`src/rtl/vc_fifo.sv`:
```
// Multi-channel input buffer: NUM_VC independent circular FIFOs with one shared push
// port, one shared pop port, per-channel status decode and sticky error flags.
module vc_fifo #(
  parameter int DSIZE      = 4,
  parameter int DEPTH_LOG2 = 3,
  parameter int NUM_VC     = 2,
  parameter int VC_LOG2    = 1,
  parameter int AFULL_LVL  = 6
) (
  input  logic               clk,
  input  logic               reset_n,
  input  logic               write,
  input  logic [VC_LOG2-1:0] write_vc,
  input  logic [DSIZE-1:0]   item_in,
  input  logic               read,
  input  logic [VC_LOG2-1:0] read_vc,
  output logic [DSIZE-1:0]   item_out,
  output logic [NUM_VC-1:0]  full,
  output logic [NUM_VC-1:0]  empty,
  output logic [NUM_VC-1:0]  almost_full,
  output logic               overflow,
  output logic               underflow
);

  localparam int DEPTH = 1 << DEPTH_LOG2;
  localparam logic [DEPTH_LOG2:0]   LP_DEPTH = (DEPTH_LOG2+1)'(DEPTH);
  localparam logic [DEPTH_LOG2:0]   LP_AFULL = (DEPTH_LOG2+1)'(AFULL_LVL);
  localparam logic [DEPTH_LOG2:0]   LP_CNT1  = (DEPTH_LOG2+1)'(1);
  localparam logic [DEPTH_LOG2-1:0] LP_PTR1  = DEPTH_LOG2'(1);
  localparam logic [VC_LOG2:0]      LP_NVC   = (VC_LOG2+1)'(NUM_VC);

  logic [DSIZE-1:0]      r_mem    [NUM_VC][DEPTH];
  logic [DEPTH_LOG2-1:0] r_wr_ptr [NUM_VC];
  logic [DEPTH_LOG2-1:0] r_rd_ptr [NUM_VC];
  logic [DEPTH_LOG2:0]   r_count  [NUM_VC];
  logic                  r_overflow;
  logic                  r_underflow;

  logic                  w_wvc_ok;
  logic                  w_rvc_ok;
  logic                  w_push_ok;
  logic                  w_pop_ok;
  logic                  w_push_bad;
  logic                  w_pop_bad;
  logic [NUM_VC-1:0]     w_full;
  logic [NUM_VC-1:0]     w_empty;
  logic [NUM_VC-1:0]     w_afull;
  logic [NUM_VC-1:0]     w_push;
  logic [NUM_VC-1:0]     w_pop;

  assign w_wvc_ok = ({1'b0, write_vc} < LP_NVC);
  assign w_rvc_ok = ({1'b0, read_vc} < LP_NVC);

  always_comb begin
    w_full  = '0;
    w_empty = '0;
    w_afull = '0;
    for (int v = 0; v < NUM_VC; v++) begin
      w_full[v]  = (r_count[v] == LP_DEPTH);
      w_empty[v] = (r_count[v] == '0);
      w_afull[v] = (r_count[v] >= LP_AFULL);
    end
  end

  // Accept decisions use pre-edge status only, so a pop never frees a slot for a same-edge push.
  assign w_push_ok  = write & w_wvc_ok & ~w_full[write_vc];
  assign w_pop_ok   = read  & w_rvc_ok & ~w_empty[read_vc];
  assign w_push_bad = write & w_wvc_ok &  w_full[write_vc];
  assign w_pop_bad  = read  & w_rvc_ok &  w_empty[read_vc];

  always_comb begin
    w_push = '0;
    w_pop  = '0;
    for (int v = 0; v < NUM_VC; v++) begin
      w_push[v] = w_push_ok & (write_vc == VC_LOG2'(v));
      w_pop[v]  = w_pop_ok  & (read_vc  == VC_LOG2'(v));
    end
  end

  always_ff @(posedge clk or negedge reset_n) begin
    if (!reset_n) begin
      for (int v = 0; v < NUM_VC; v++) begin
        r_wr_ptr[v] <= '0;
        r_rd_ptr[v] <= '0;
        r_count[v]  <= '0;
      end
      r_overflow  <= 1'b0;
      r_underflow <= 1'b0;
    end else begin
      for (int v = 0; v < NUM_VC; v++) begin
        if (w_push[v]) r_wr_ptr[v] <= r_wr_ptr[v] + LP_PTR1;
        if (w_pop[v])  r_rd_ptr[v] <= r_rd_ptr[v] + LP_PTR1;
        case ({w_push[v], w_pop[v]})
          2'b10:   r_count[v] <= r_count[v] + LP_CNT1;
          2'b01:   r_count[v] <= r_count[v] - LP_CNT1;
          default: r_count[v] <= r_count[v];
        endcase
      end
      if (w_push_bad) r_overflow  <= 1'b1;
      if (w_pop_bad)  r_underflow <= 1'b1;
    end
  end

  // Storage is deliberately left unreset; counts/pointers alone define validity.
  always_ff @(posedge clk) begin
    if (w_push_ok) r_mem[write_vc][r_wr_ptr[write_vc]] <= item_in;
  end

  always_comb begin
    item_out = '0;
    if (w_rvc_ok && !w_empty[read_vc]) item_out = r_mem[read_vc][r_rd_ptr[read_vc]];
  end

  assign full        = w_full;
  assign empty       = w_empty;
  assign almost_full = w_afull;
  assign overflow    = r_overflow;
  assign underflow   = r_underflow;

endmodule

```
`config.mk`:
```
export PLATFORM = sky130hd
export DESIGN_NAME = vc_fifo
export DESIGN_NICKNAME = d
export VERILOG_FILES = /design/src/rtl/vc_fifo.sv
export SDC_FILE = /design/constraint.sdc
export NUM_CORES = 1
export LEC_CHECK = 0
export ABC_CLOCK_PERIOD_IN_PS = 2250
export CAP_MARGIN = 20
export CORE_AREA = 2 2 136 72
export CTS_BUF_LIST = sky130_fd_sc_hd__clkbuf_16
export CTS_CLUSTER_DIAMETER = 120
export CTS_CLUSTER_SIZE = 14
export DETAILED_ROUTE_END_ITERATION = 6
export DIE_AREA = 0 0 138 74
export PLACE_DENSITY = 0.71
export SETUP_SLACK_MARGIN = 0.05
export SLEW_MARGIN = 20
export SYNTH_ARGS = -nofsm -noshare
export SYNTH_HDL_FRONTEND = slang
export SYNTH_SLANG_ARGS = --single-unit
```
`constraint.sdc`:
```
create_clock -name clk -period 2.25 [get_ports clk]
set_clock_uncertainty 0.1 [all_clocks]
set_input_delay 0.3375 -clock clk [delete_from_list [all_inputs] [get_ports clk]]
set_output_delay 0.3375 -clock clk [all_outputs]
set_load 0.1 [all_outputs]
```
==> summary.md, run 1 <==
After clock tree synthesis, the clock-pin slew on the worst setup and hold paths is 60 ps. The first-pass GRT wire length came out at 13.42 mm. Clock latency on the worst-skew pair, taken at its later pin, is 340 ps. The portion of synthesized cell area occupied by the leading cell type is 48.67%. The run finished, with violations left. The run gives 253 as the count of mapped cells out of synthesis. After detailed routing, the number of remaining DRC violations is 0. Summing all flip-flop and latch instances after layout gives 0.002479 mm2. STA puts the critical path data required time at 1810 ps. The tools report the count of endpoints failing setup in the final report as 5. TritonCTS built the clock tree.

On the final layout, the worst hold slack is 244.0 ps. The class of the most critical hold timing path is input port to async pin. The maximum number of buffers from clock root to sink was 2; the routed length per instance was 18.85 um. Counting the buffers created by CTS gives 9. For this run the aggregate overflow at the end of global routing stands at 0. The number of storage elements in the synthesis netlist is 86, and the number of levels in the clock H-tree is 3. For the total via count after detailed routing, the log shows 2351. The total negative setup slack was -705.4 ps; the largest net degree at the start of global routing was 23. The logs give 0 for the number of antenna violations at the first check in global routing and 8.522 mm for the total wire length after detailed routing. After floorplanning, the core was sized to cover 0.009071 mm2.

The first routing iteration left 165 violations. The most used flip-flop cell after synthesis is sky130_fd_sc_hd__edfxtp_1. Dividing the final minimum period by the clock period gives 108.6%. Max-capacitance violation count: 0. The via-per-instance ratio works out to 5.201. The floorplan step set the die height to 74 um. During placement, the flow inserted port buffers numbering 21. The final weighted congestion in routability-driven placement is 0.7971, and the total number of placement rows is 25.

In this run the tightest slew margin relative to its limit is 57.00%. The biggest area contributor in the post-synthesis netlist is sky130_fd_sc_hd__edfxtp_1. The die covers 0.01021 mm2. Pin placement for this block handled 22 I/O pins. The peak supply drop was 0.0008673 V; the multi-input logic area was 0.001647 mm2. The final reports fail on setup timing. The via count of the first global-routing pass was 2384; the number of inserted diodes was 0. The critical path is of the register to primary output type.

By area the synthesized netlist is led by sky130_fd_sc_hd__edfxtp_1 49%, sky130_fd_sc_hd__dfrtp_1 14%, sky130_fd_sc_hd__mux2i_1 7.1%. Subtracting the final worst setup slack from the clock period gives 2443 ps. The sum of internal, switching and leakage power is 7.630 mW. For the slack of the critical path, the log shows -192.9 ps.

The final standard cell area without fillers came out at 0.005281 mm2. For the pin with the worst max-slew slack, the measured transition is 643.0 ps. The total power divided by cell area was 1445 mW/mm2; the area after detailed placement was 0.004741 mm2.

Fill cells in the final layout number 693. Detailed placement finished with a half-perimeter wire length of 5.930 mm. The arrival time at the worst endpoint was 2010 ps; the area added between synthesis and finish was 33.75%. For the length of the first detailed-routing pass in iterations, the log shows 4. Based on the critical path, the design can be clocked at up to 409.3 MHz. Once the floorplan was initialized, standard cells occupied 43.53% of the core. The static leakage power came out at 1.962 nW. Yosys printed 0 warnings.

The count of nets left with antenna violations once routing finished came out at 0. The capturing element type of the critical path was a primary output. The launching element type of the critical path is a register.

The largest driver fanout on the critical path works out to 7. The clock tree root buffer cell was sky130_fd_sc_hd__clkbuf_16. The count of different cell masters after synthesis was 42. The clock net in this run drives a total of 86 sinks.

Once layout is complete, the utilization of the core stands at 58.22%. After synthesis, flip-flops and latches occupy 62.61% of the total area. The tools report the number of nets in the finished design as 347. The share of async-settable or async-resettable flops after synthesis came out at 25.58%.

The reg2reg setup slack was -20 ps; the synthesized area divided by synthesized cell count was 15.61 um2. For this run, the total global-route usage over all layers was measured as 18.31%. Synthesis produced a netlist with a net count of 274. In this run the horizontal extent of the chip is 138 um. The count of pins over their slew limit was 0.

Setup repair after global routing could not meet its margin everywhere. The count of flip-flops with a built-in enable after synthesis is 64. In the final layout, the share of cells above drive strength 1 is 44.11%. The count of endpoints failing hold in the final timing report is 0.

Measured in cells, the most critical reg-to-reg path has a length of 9. The cell area after synthesis came out at 0.003949 mm2.
## per-layer routing
layer | global-route usage, % | wire length (um)
met4 | 6.463 | 73
met3 | 5.538 | 507
met1 | 27.06 | 4260
met5 | 0 | 0
met2 | 25.96 | 3681
## final timing paths
check	start	endpoint
worst min-delay path	reset_n	r_count[6]
worst max register to register	r_count[4]	r_count[7]
worst min register to register	overflow	overflow
max in group asynchronous	reset_n	r_count[0]
min in group clk	overflow	overflow
worst max-delay path	r_rd_ptr[1]	item_out[0]
## per-stage QoR
step | setup WS (ps) | cells
finish | -192.9 | 452
global route | -254.8 | 452
CTS | -173.8 | 443
detailed placement | -464.8 | 419
global placement | -493.0 | 419
floorplan | -891.6 | 253
## synth_stat cells, drive strengths merged (3+ instances only)
| master | number |
|---|---|
| edfxtp | 64 |
| mux2i | 29 |
| nor2 | 24 |
| dfrtp | 22 |
| nand2 | 13 |
| ha | 10 |
| buf | 8 |
| mux4 | 8 |
| xnor2 | 8 |
| xor2 | 8 |
| inv | 7 |
| mux2 | 7 |
| o21ai | 7 |
| nor3 | 6 |
| o32ai | 5 |
| a21o | 4 |
| a21oi | 3 |
## logic make-up (layout without fill, tap and decap cells)
family | Yosys count | count (layout) | synth area share (%)
DFF | 86 | 86 | 62.61
and+or+nand+nor | 59 | 59 | 9.252
muxes | 44 | 44 | 14.89
AOI/OAI and AO/OA | 21 | 21 | 3.485
xor gates and xnor gates | 16 | 16 | 3.549
buffers and inverters | 16 | 94 | 2.535
adders and majority gates | 11 | 11 | 3.676
## what timing repair did
| action | 4_1_cts | 5_1_grt |
|---|---|---|
| cloned | 1 | 0 |
| pin swaps | 7 | 13 |
| endpoints found under the setup margin | 5 | 7 |
| resized for setup | 20 | 15 |
| hold buffers | 0 | 0 |
| setup buffers | 7 | 10 |
## critical path, stage by stage (launching register included)
cell	delay, ps
sky130_fd_sc_hd__dfrtp_1	410
sky130_fd_sc_hd__mux2i_4	210
sky130_fd_sc_hd__buf_8	190
sky130_fd_sc_hd__mux2i_4	240
sky130_fd_sc_hd__o32ai_2	120
sky130_fd_sc_hd__nor3_2	280
sky130_fd_sc_hd__buf_12	210
## state kept, by name, summed over array words and instances (netlist names)
name and cells:
r_count 8, r_wr_ptr 6, r_mem 64, underflow 1
r_rd_ptr 6, overflow 1
## report_power, final
part / switching [mW] / internal, mW / total [mW]
Combinational: 2.20 / 1.77 / 3.96
Clock: 0.600 / 0.737 / 1.34
Sequential: 0.320 / 2.01 / 2.33
## area by class of cell
type,count,share of cell area (%)
Clock buffer,9,4.264
Inverter,7,0.4975
Clock inverter,7,0.8055
Tap cell,121,2.867
Sequential cell,86,46.93
Multi-Input combinational cell,151,31.18
Timing Repair Buffer,71,13.46
## layout by cell type, fill, tap and decap left out, drive strengths merged, types with 2 or more instances in the layout
master	n
a21o	4
a21oi	3
buf	62
clkbuf	9
clkdlybuf4s50	8
clkinv	2
clkinvlp	4
dfrtp	22
edfxtp	64
ha	10
inv	8
mux2	7
mux2i	29
mux4	8
nand2	13
nand2b	2
nand3b	2
nor2	24
nor3	6
nor3b	2
nor4	2
nor4b	2
o21ai	7
o32ai	5
xnor2	8
xor2	8
Power figures use the tool's default switching activity.
==> inputs of run 2 (changes only) <==
--- a/config.mk
+++ b/config.mk
@@ -13,7 +13,7 @@
 export CTS_CLUSTER_SIZE = 14
 export DETAILED_ROUTE_END_ITERATION = 6
 export DIE_AREA = 0 0 138 74
-export PLACE_DENSITY = 0.71
+export PLACE_DENSITY_LB_ADDON = 0.2
 export SETUP_SLACK_MARGIN = 0.05
 export SLEW_MARGIN = 20
 export SYNTH_ARGS = -nofsm -noshare
==> run 2 against run 1 <==
Against the previous run: the run still ends with setup timing left; register-to-register slack about the same; via count down 0.85%; total power down 0.69%; worst setup slack better by 37 ps; design area down 0.40%; critical path type unchanged.
==> summary.md, run 2 (same netlist as run 1, synthesis figures left out) <==
The tools report the switching power total as 3.039 mW (was 3.116 mW). The end of the worst register-to-register path is r_count[2] (was r_count[7]). The aggregate global-route resource usage came out at 17.95% (was 18.31%).

The horizontal extent of the die was 138 um (unchanged); the largest net degree at the start of global routing was 23 (unchanged). Worst endpoint required time: 1810 ps (about the same). The number of buffers added on ports is 21 (unchanged), and the fraction of power spent switching nets is 40.11% (was 40.85%). The run gives 0.01021 mm2 (unchanged) as the die footprint. Setup repair after global routing could not meet its margin everywhere.

The logs give 0 (unchanged) for the leftover overflow at the end of global routing and 22 (unchanged) for the number of ports placed on the die boundary. The maximum clock frequency was 415.6 MHz (was 409.3 MHz). The tools report the clock network fraction of design power as 18.9% (was 17.5%).

The slew of the pin with the lowest slew margin was 671.8 ps (was 643.0 ps). The routed length per instance was 18.89 um (was 18.85 um). The number of inserted diodes was 0 (unchanged). The total power divided by cell area was 1440 mW/mm2 (was 1445 mW/mm2); the initial cell density of the core was 43.53% (unchanged).

The clock sink total was 86 (unchanged); the core outline area was 0.009071 mm2 (unchanged). The final antenna-violating net count came out at 0 (unchanged). The maximum number of buffers from clock root to sink came out at 2 (unchanged).

The capturing element type of the critical path was a primary output (unchanged). The count of cells along the worst register-to-register path came out at 11 (was 9). The count of endpoints failing setup in the final report was 5 (unchanged). The via-per-instance ratio came out at 5.203 (was 5.201). Violated checks: setup timing (unchanged).

The most common library cell in the layout ignoring fill and taps was sky130_fd_sc_hd__edfxtp_1 (unchanged). The run gives 187 (was 165) as the initial DRC count. The static leakage power is 1.979 nW (was 1.962 nW), and the total number of placement rows is 25 (unchanged). The area added between synthesis and finish works out to 33.21% (was 33.75%). The relative contribution of sequential cells to total power came out at 30.6% (was 30.5%). The clock network latency to the later pin of the worst-skew pair is 330 ps (was 340 ps). Clock tree root buffer cell: sky130_fd_sc_hd__clkbuf_16 (unchanged). The final core utilization was 57.99% (was 58.22%). For the portion of total power attributed to combinational logic, the log shows 50.5% (was 51.9%).

The logs give 419 (unchanged) for the post-placement cell count and 5.918 mm (was 5.930 mm) for the placed wire-length estimate after detailed placement. The arrival time at the worst endpoint was 1970 ps (was 2010 ps). Highest-count cells in the layout ignoring fill and taps: 64 x sky130_fd_sc_hd__edfxtp_1, 43 x sky130_fd_sc_hd__buf_4, 22 x sky130_fd_sc_hd__mux2i_1, 19 x sky130_fd_sc_hd__nor2_2, 16 x sky130_fd_sc_hd__dfrtp_1 (was 64 x sky130_fd_sc_hd__edfxtp_1, 47 x sky130_fd_sc_hd__buf_4, 19 x sky130_fd_sc_hd__nor2_2, 18 x sky130_fd_sc_hd__mux2i_1, 17 x sky130_fd_sc_hd__dfrtp_1). Height of the die: 74 um (unchanged). The number of flip-flops under the largest register name came out at 64 (unchanged).

Class of the most critical hold timing path: input port to async pin (unchanged). The share of the cycle needed by the critical path after routing is 106.9% (was 108.6%), and the met2 usage is 24.15% (was 25.96%). The first-pass GRT wire length was 13.45 mm (was 13.42 mm). The reg-to-reg critical path startpoint was r_count[0] (was r_count[4]). The reg2reg setup slack was -10 ps (was -20 ps).

The fraction of layout instances using a drive strength above 1 came out at 43.12% (was 44.11%). The via count of the first global-routing pass is 2331 (was 2384), and the shortest period the worst path allows is 2406 ps (was 2443 ps). For the final routed DRC violation total, the log shows 0 (unchanged). The number of antenna violations at the first check in global routing came out at 0 (unchanged).

The count of pins over their slew limit was 0 (unchanged). The final weighted congestion in routability-driven placement is 0.7842 (was 0.7971), and the placement-stage worst setup slack is -448.7 ps (was -464.8 ps). The busiest layer in global routing is met1 (unchanged).

The slack of the critical path was -156.3 ps (was -192.9 ps). The total via count after detailed routing came out at 2331 (was 2351). The tools report the hold slack as 257.9 ps (was 244.0 ps).

The cts-stage hold buffer count is 0 (unchanged). The total wire length after detailed routing is 8.462 mm (was 8.522 mm), and the number of levels in the clock H-tree is 3 (unchanged). For the peak supply drop, the log shows 0.0006002 V (was 0.0008673 V). Startpoint-to-endpoint class of the critical path: register to primary output (unchanged). The met1 track utilization from global routing came out at 28.18% (was 27.06%).

The launching element type of the critical path was a register (unchanged). The internal power is 4.538 mW (was 4.513 mW), and the number of filler instances in the final layout is 719 (was 693). The count of endpoints failing hold in the final timing report is 0 (unchanged). The worst-case headroom to the max-slew limit came out at 55.07% (was 57.00%).

The tools report the length of the first detailed-routing pass in iterations as 4 (unchanged). The largest driver fanout on the critical path was 8 (was 7); the non-filler instance count after layout was 448 (was 452). The run gives 4.958% (was 5.538%) as the fraction of met3 tracks used by global routing. The logs give 0 (unchanged) for the max-capacitance violation count and 9 (unchanged) for the number of clock buffers inserted by TritonCTS. The tools report the number of nets in the finished design as 344 (was 347). Clock transition at the registers of the reported paths: 60 ps (about the same). The flow ran to the end, but the final reports show violations. TritonCTS built the clock tree.
## run 2: changes by cell type in the layout (fill, tap and decap cells not counted), sizes merged
cell,previous run,this run
bufinv,0,1
clkinv,2,4
clkinvlp,4,1
buf,62,59
inv,8,7
## run 2: how the worst max path moves through the flow
| stage | startpoint | end | cells past startpoint |
|---|---|---|---|
| 6_report | r_rd_ptr[4] | item_out[0] | 6 |
| 3_5_place_dp | read_vc | item_out[0] | 7 |
| 2_1_floorplan | r_count[6] | r_count[7] | 9 |
| 4_1_cts | r_rd_ptr[4] | item_out[2] | 7 |
| 5_1_grt | r_rd_ptr[4] | item_out[0] | 6 |
| 3_3_place_gp | read_vc | item_out[0] | 7 |
## run 2: power groups by stage
| stage | sequential, mW | clock, mW | combinational (mW) |
|---|---|---|---|
| after global placement | 2.35 | 0 | 3.47 |
| after global routing | 2.36 | 1.53 | 4.04 |
| after detailed placement | 2.35 | 0 | 3.50 |
| after floorplan | 2.40 | 0 | 2.35 |
| final | 2.32 | 1.43 | 3.83 |
| after CTS | 2.32 | 1.47 | 3.76 |
## run 2: timing repair
action                     CTS  global route
cloned                       1             0
resized for setup           16            14
pin swaps                   13             8
setup buffers               14             3
setup endpoints to repair    6             9
## run 2: area by class of cell
class / count / area, um2 / area share, %
clock buffers: 9 / 225.2 / 4.282
inverters: 7 / 26.28 / 0.4995
well taps: 121 / 151.4 / 2.878
flip-flops and latches: 86 / 2480 / 47.15
multi-input cells: 151 / 1625 / 30.90
repair buffers: 68 / 688.2 / 13.08
clock inverters: 6 / 63.81 / 1.213
## run 2: metal layers
metal | part of all wire (%) | vias to the layer above | wire length [um]
li1 | - | 1093 | -
met1 | 54 | 1192 | 4573
met2 | 41 | 37 | 3498
met3 | 3.8 | 9 | 319
met4 | 0.84 | 0 | 71
met5 | 0 | - | 0
## run 2: through the flow
stage | TNS, ps | total power [mW] | cell area [um2]
final | -558.4 | 7.577 | 5260
after global placement | -4197 | 5.822 | 4741
after floorplan | -29200 | 4.745 | 4114
after detailed placement | -7639 | 5.853 | 4741
after CTS | -683.4 | 7.549 | 5228
after global routing | -1129 | 7.931 | 5260
## run 2: critical path: stages, from the launching register on
cell and delay (ps):
sky130_fd_sc_hd__dfrtp_1 410, sky130_fd_sc_hd__mux2i_4 210, sky130_fd_sc_hd__buf_12 170, sky130_fd_sc_hd__mux2i_2 280, sky130_fd_sc_hd__o32ai_2 120, sky130_fd_sc_hd__nor3_2 220, sky130_fd_sc_hd__buf_12 210
==> inputs of run 3 (changes only) <==
--- a/config.mk
+++ b/config.mk
@@ -14,6 +14,7 @@
 export DETAILED_ROUTE_END_ITERATION = 6
 export DIE_AREA = 0 0 138 74
 export PLACE_DENSITY_LB_ADDON = 0.2
+export RECOVER_POWER = 100
 export SETUP_SLACK_MARGIN = 0.05
 export SLEW_MARGIN = 20
 export SYNTH_ARGS = -nofsm -noshare
==> run 3 against run 2 <==
Against the previous run: the run still ends with setup timing left; sequential power hardly changed; critical endpoint unchanged; cell count stayed put; maximum frequency hardly changed; hold slack better by 100 ps; design area is 2.0% lower; sequential share of layout area is 0.91 points higher; sequential cell count stayed put; clock power hardly changed; register-to-register slack worse by 90 ps; largest cell class unchanged; combinational power is 4% lower; wire length is 0.20% lower.
==> summary.md, run 3 (same netlist as run 1, synthesis figures left out) <==
TritonCTS built the clock tree. The area added between synthesis and finish is 30.61% (was 33.21%), and the initial cell density of the core is 43.53% (unchanged). The logs give 22 (unchanged) for the number of ports placed on the die boundary and 0.009071 mm2 (unchanged) for the core outline area. The initial DRC count was 180 (was 187); the maximum number of buffers from clock root to sink was 2 (unchanged). Violated checks: setup timing (unchanged).

The post-placement cell count came out at 419 (unchanged). The tools report the cts-stage hold buffer count as 0 (unchanged). The run gives 1.937 nW (was 1.979 nW) as the static leakage power. Number of nets in the finished design: 344 (unchanged). Launching element type of the critical path: a register (unchanged). The logs give 5.918 mm (unchanged) for the placed wire-length estimate after detailed placement and 0 (unchanged) for the number of antenna violations at the first check in global routing.

The worst endpoint required time was 1810 ps (about the same). The clock transition at the registers of the reported paths was 60 ps (about the same). The number of inserted diodes was 0 (unchanged). The final weighted congestion in routability-driven placement is 0.7842 (unchanged).

The count of endpoints failing hold in the final timing report is 0 (unchanged), and the number of flip-flops under the largest register name is 64 (unchanged). Fraction of layout instances using a drive strength above 1: 37.31% (was 43.12%). The slew of the pin with the lowest slew margin came out at 1354 ps (was 671.8 ps).

Clock tree root buffer cell: sky130_fd_sc_hd__clkbuf_16 (unchanged). The number of buffers added on ports is 21 (unchanged). The total power divided by cell area is 1438 mW/mm2 (was 1440 mW/mm2), and the arrival time at the worst endpoint is 1970 ps (about the same). The first-pass GRT wire length was 13.45 mm (unchanged); the leftover overflow at the end of global routing was 0 (unchanged). Highest-count cells in the layout ignoring fill and taps: 64 x sky130_fd_sc_hd__edfxtp_1, 27 x sky130_fd_sc_hd__buf_4, 22 x sky130_fd_sc_hd__mux2i_1, 17 x sky130_fd_sc_hd__dfrtp_1, 13 x sky130_fd_sc_hd__nand2_1 (was 64 x sky130_fd_sc_hd__edfxtp_1, 43 x sky130_fd_sc_hd__buf_4, 22 x sky130_fd_sc_hd__mux2i_1, 19 x sky130_fd_sc_hd__nor2_2, 16 x sky130_fd_sc_hd__dfrtp_1).

The total via count after detailed routing is 2321 (was 2331). The number of clock buffers inserted by TritonCTS came out at 9 (unchanged). The largest net degree at the start of global routing is 23 (unchanged), and the total negative setup slack is -825.5 ps (was -558.4 ps). Setup repair after global routing could not meet its margin everywhere. The via count of the first global-routing pass was 2331 (unchanged); the total wire length after detailed routing was 8.445 mm (was 8.462 mm). The via-per-instance ratio is 5.181 (was 5.203). The run finished, with violations left. The tools report the count of pins over their slew limit as 0 (unchanged). The run gives 357.9 ps (was 257.9 ps) as the hold slack. For the peak supply drop, the log shows 0.0006001 V (was 0.0006002 V).

Final routed DRC violation total: 0 (unchanged). Startpoint-to-endpoint class of the critical path: register to primary output (unchanged). The non-filler instance count after layout is 448 (unchanged).

The horizontal extent of the die is 138 um (unchanged). The tools report the capturing element type of the critical path as a primary output (unchanged). Aggregate global-route resource usage: 17.95% (unchanged). The class of the most critical hold timing path was register to register (was input port to async pin). Shortest period the worst path allows: 2404 ps (was 2406 ps). The die footprint was 0.01021 mm2 (unchanged); the share of the cycle needed by the critical path after routing was 106.8% (was 106.9%).

The routed length per instance is 18.85 um (was 18.89 um), and the maximum clock frequency is 416.0 MHz (was 415.6 MHz). The worst-case headroom to the max-slew limit is 9.759% (was 55.07%). For the clock network latency to the later pin of the worst-skew pair, the log shows 340 ps (was 330 ps).

Most common library cell in the layout ignoring fill and taps: sky130_fd_sc_hd__edfxtp_1 (unchanged). The largest driver fanout on the critical path is 8 (unchanged), and the final antenna-violating net count is 0 (unchanged). The logs give 86 (unchanged) for the clock sink total and 8 (was 5) for the count of endpoints failing setup in the final report. Height of the die: 74 um (unchanged).

The slack of the critical path was -154.0 ps (was -156.3 ps); the number of levels in the clock H-tree was 3 (unchanged). The max-capacitance violation count came out at 0 (unchanged). The logs give 25 (unchanged) for the total number of placement rows and 4 (unchanged) for the length of the first detailed-routing pass in iterations.
[run 3: per-layer routing]
layer	vias up	wire length, um	GRT usage [%]
met5	-	0	0
met4	0	71	5.442
met3	9	393	4.958
met2	45	3449	24.15
met1	1173	4530	28.18
li1	1094	-	-
[run 3: final timing paths]
kind	startpoint	cells after the start	slack, ps	endpoint
worst min-delay path	overflow	1	360	overflow
worst min register to register	overflow	1	360	overflow
min in group asynchronous	reset_n	2	730	overflow
max in group asynchronous	reset_n	2	420	r_count[0]
worst max-delay path	r_rd_ptr[4]	6	-150	item_out[0]
worst max register to register	r_count[0]	11	-100	r_count[2]
[run 3: power breakdown]
group	switching, mW	internal (mW)	total (mW)
combinational	2.13	1.55	3.68
sequential	0.299	2.01	2.31
clock	0.581	0.851	1.43
[run 3: cell type report]
cell class              instances  area [um2]
fillers                       737        3914
clock buffers                   9       225.2
repair buffers                 68       621.8
clock inverters                 6       63.81
well taps                     121       151.4
inverters                       7       26.28
multi-input cells             151        1590
flip-flops and latches         86        2479
[run 3: critical path, cell delays in order, from the launching register on]
cell and delay (ps):
sky130_fd_sc_hd__dfrtp_1 410, sky130_fd_sc_hd__mux2i_4 210, sky130_fd_sc_hd__buf_12 170, sky130_fd_sc_hd__mux2i_2 280, sky130_fd_sc_hd__o32ai_2 120, sky130_fd_sc_hd__nor3_2 220, sky130_fd_sc_hd__buf_12 210
[run 3: what timing repair did]
action | CTS | global route
resized for setup | 16 | 14
gates cloned | 1 | 0
pin swaps | 13 | 8
setup endpoints to repair | 6 | 9
hold endpoints to repair | 0 | 0
setup buffers | 14 | 3
[run 3: per-stage QoR]
| stage | area, um2 | power (mW) | setup slack, ps | util (%) |
|---|---|---|---|---|
| 6_report | 5157 | 7.416 | -154.0 | 56.86 |
| 3_5_place_dp | 4741 | 5.853 | -448.7 | 52.26 |
| 2_1_floorplan | 4114 | 4.745 | -891.6 | - |
| 5_1_grt | 5157 | 7.774 | -242.5 | 56.86 |
| 4_1_cts | 5228 | 7.549 | -191.2 | 57.63 |
| 3_3_place_gp | 4741 | 5.822 | -367.8 | 52.26 |
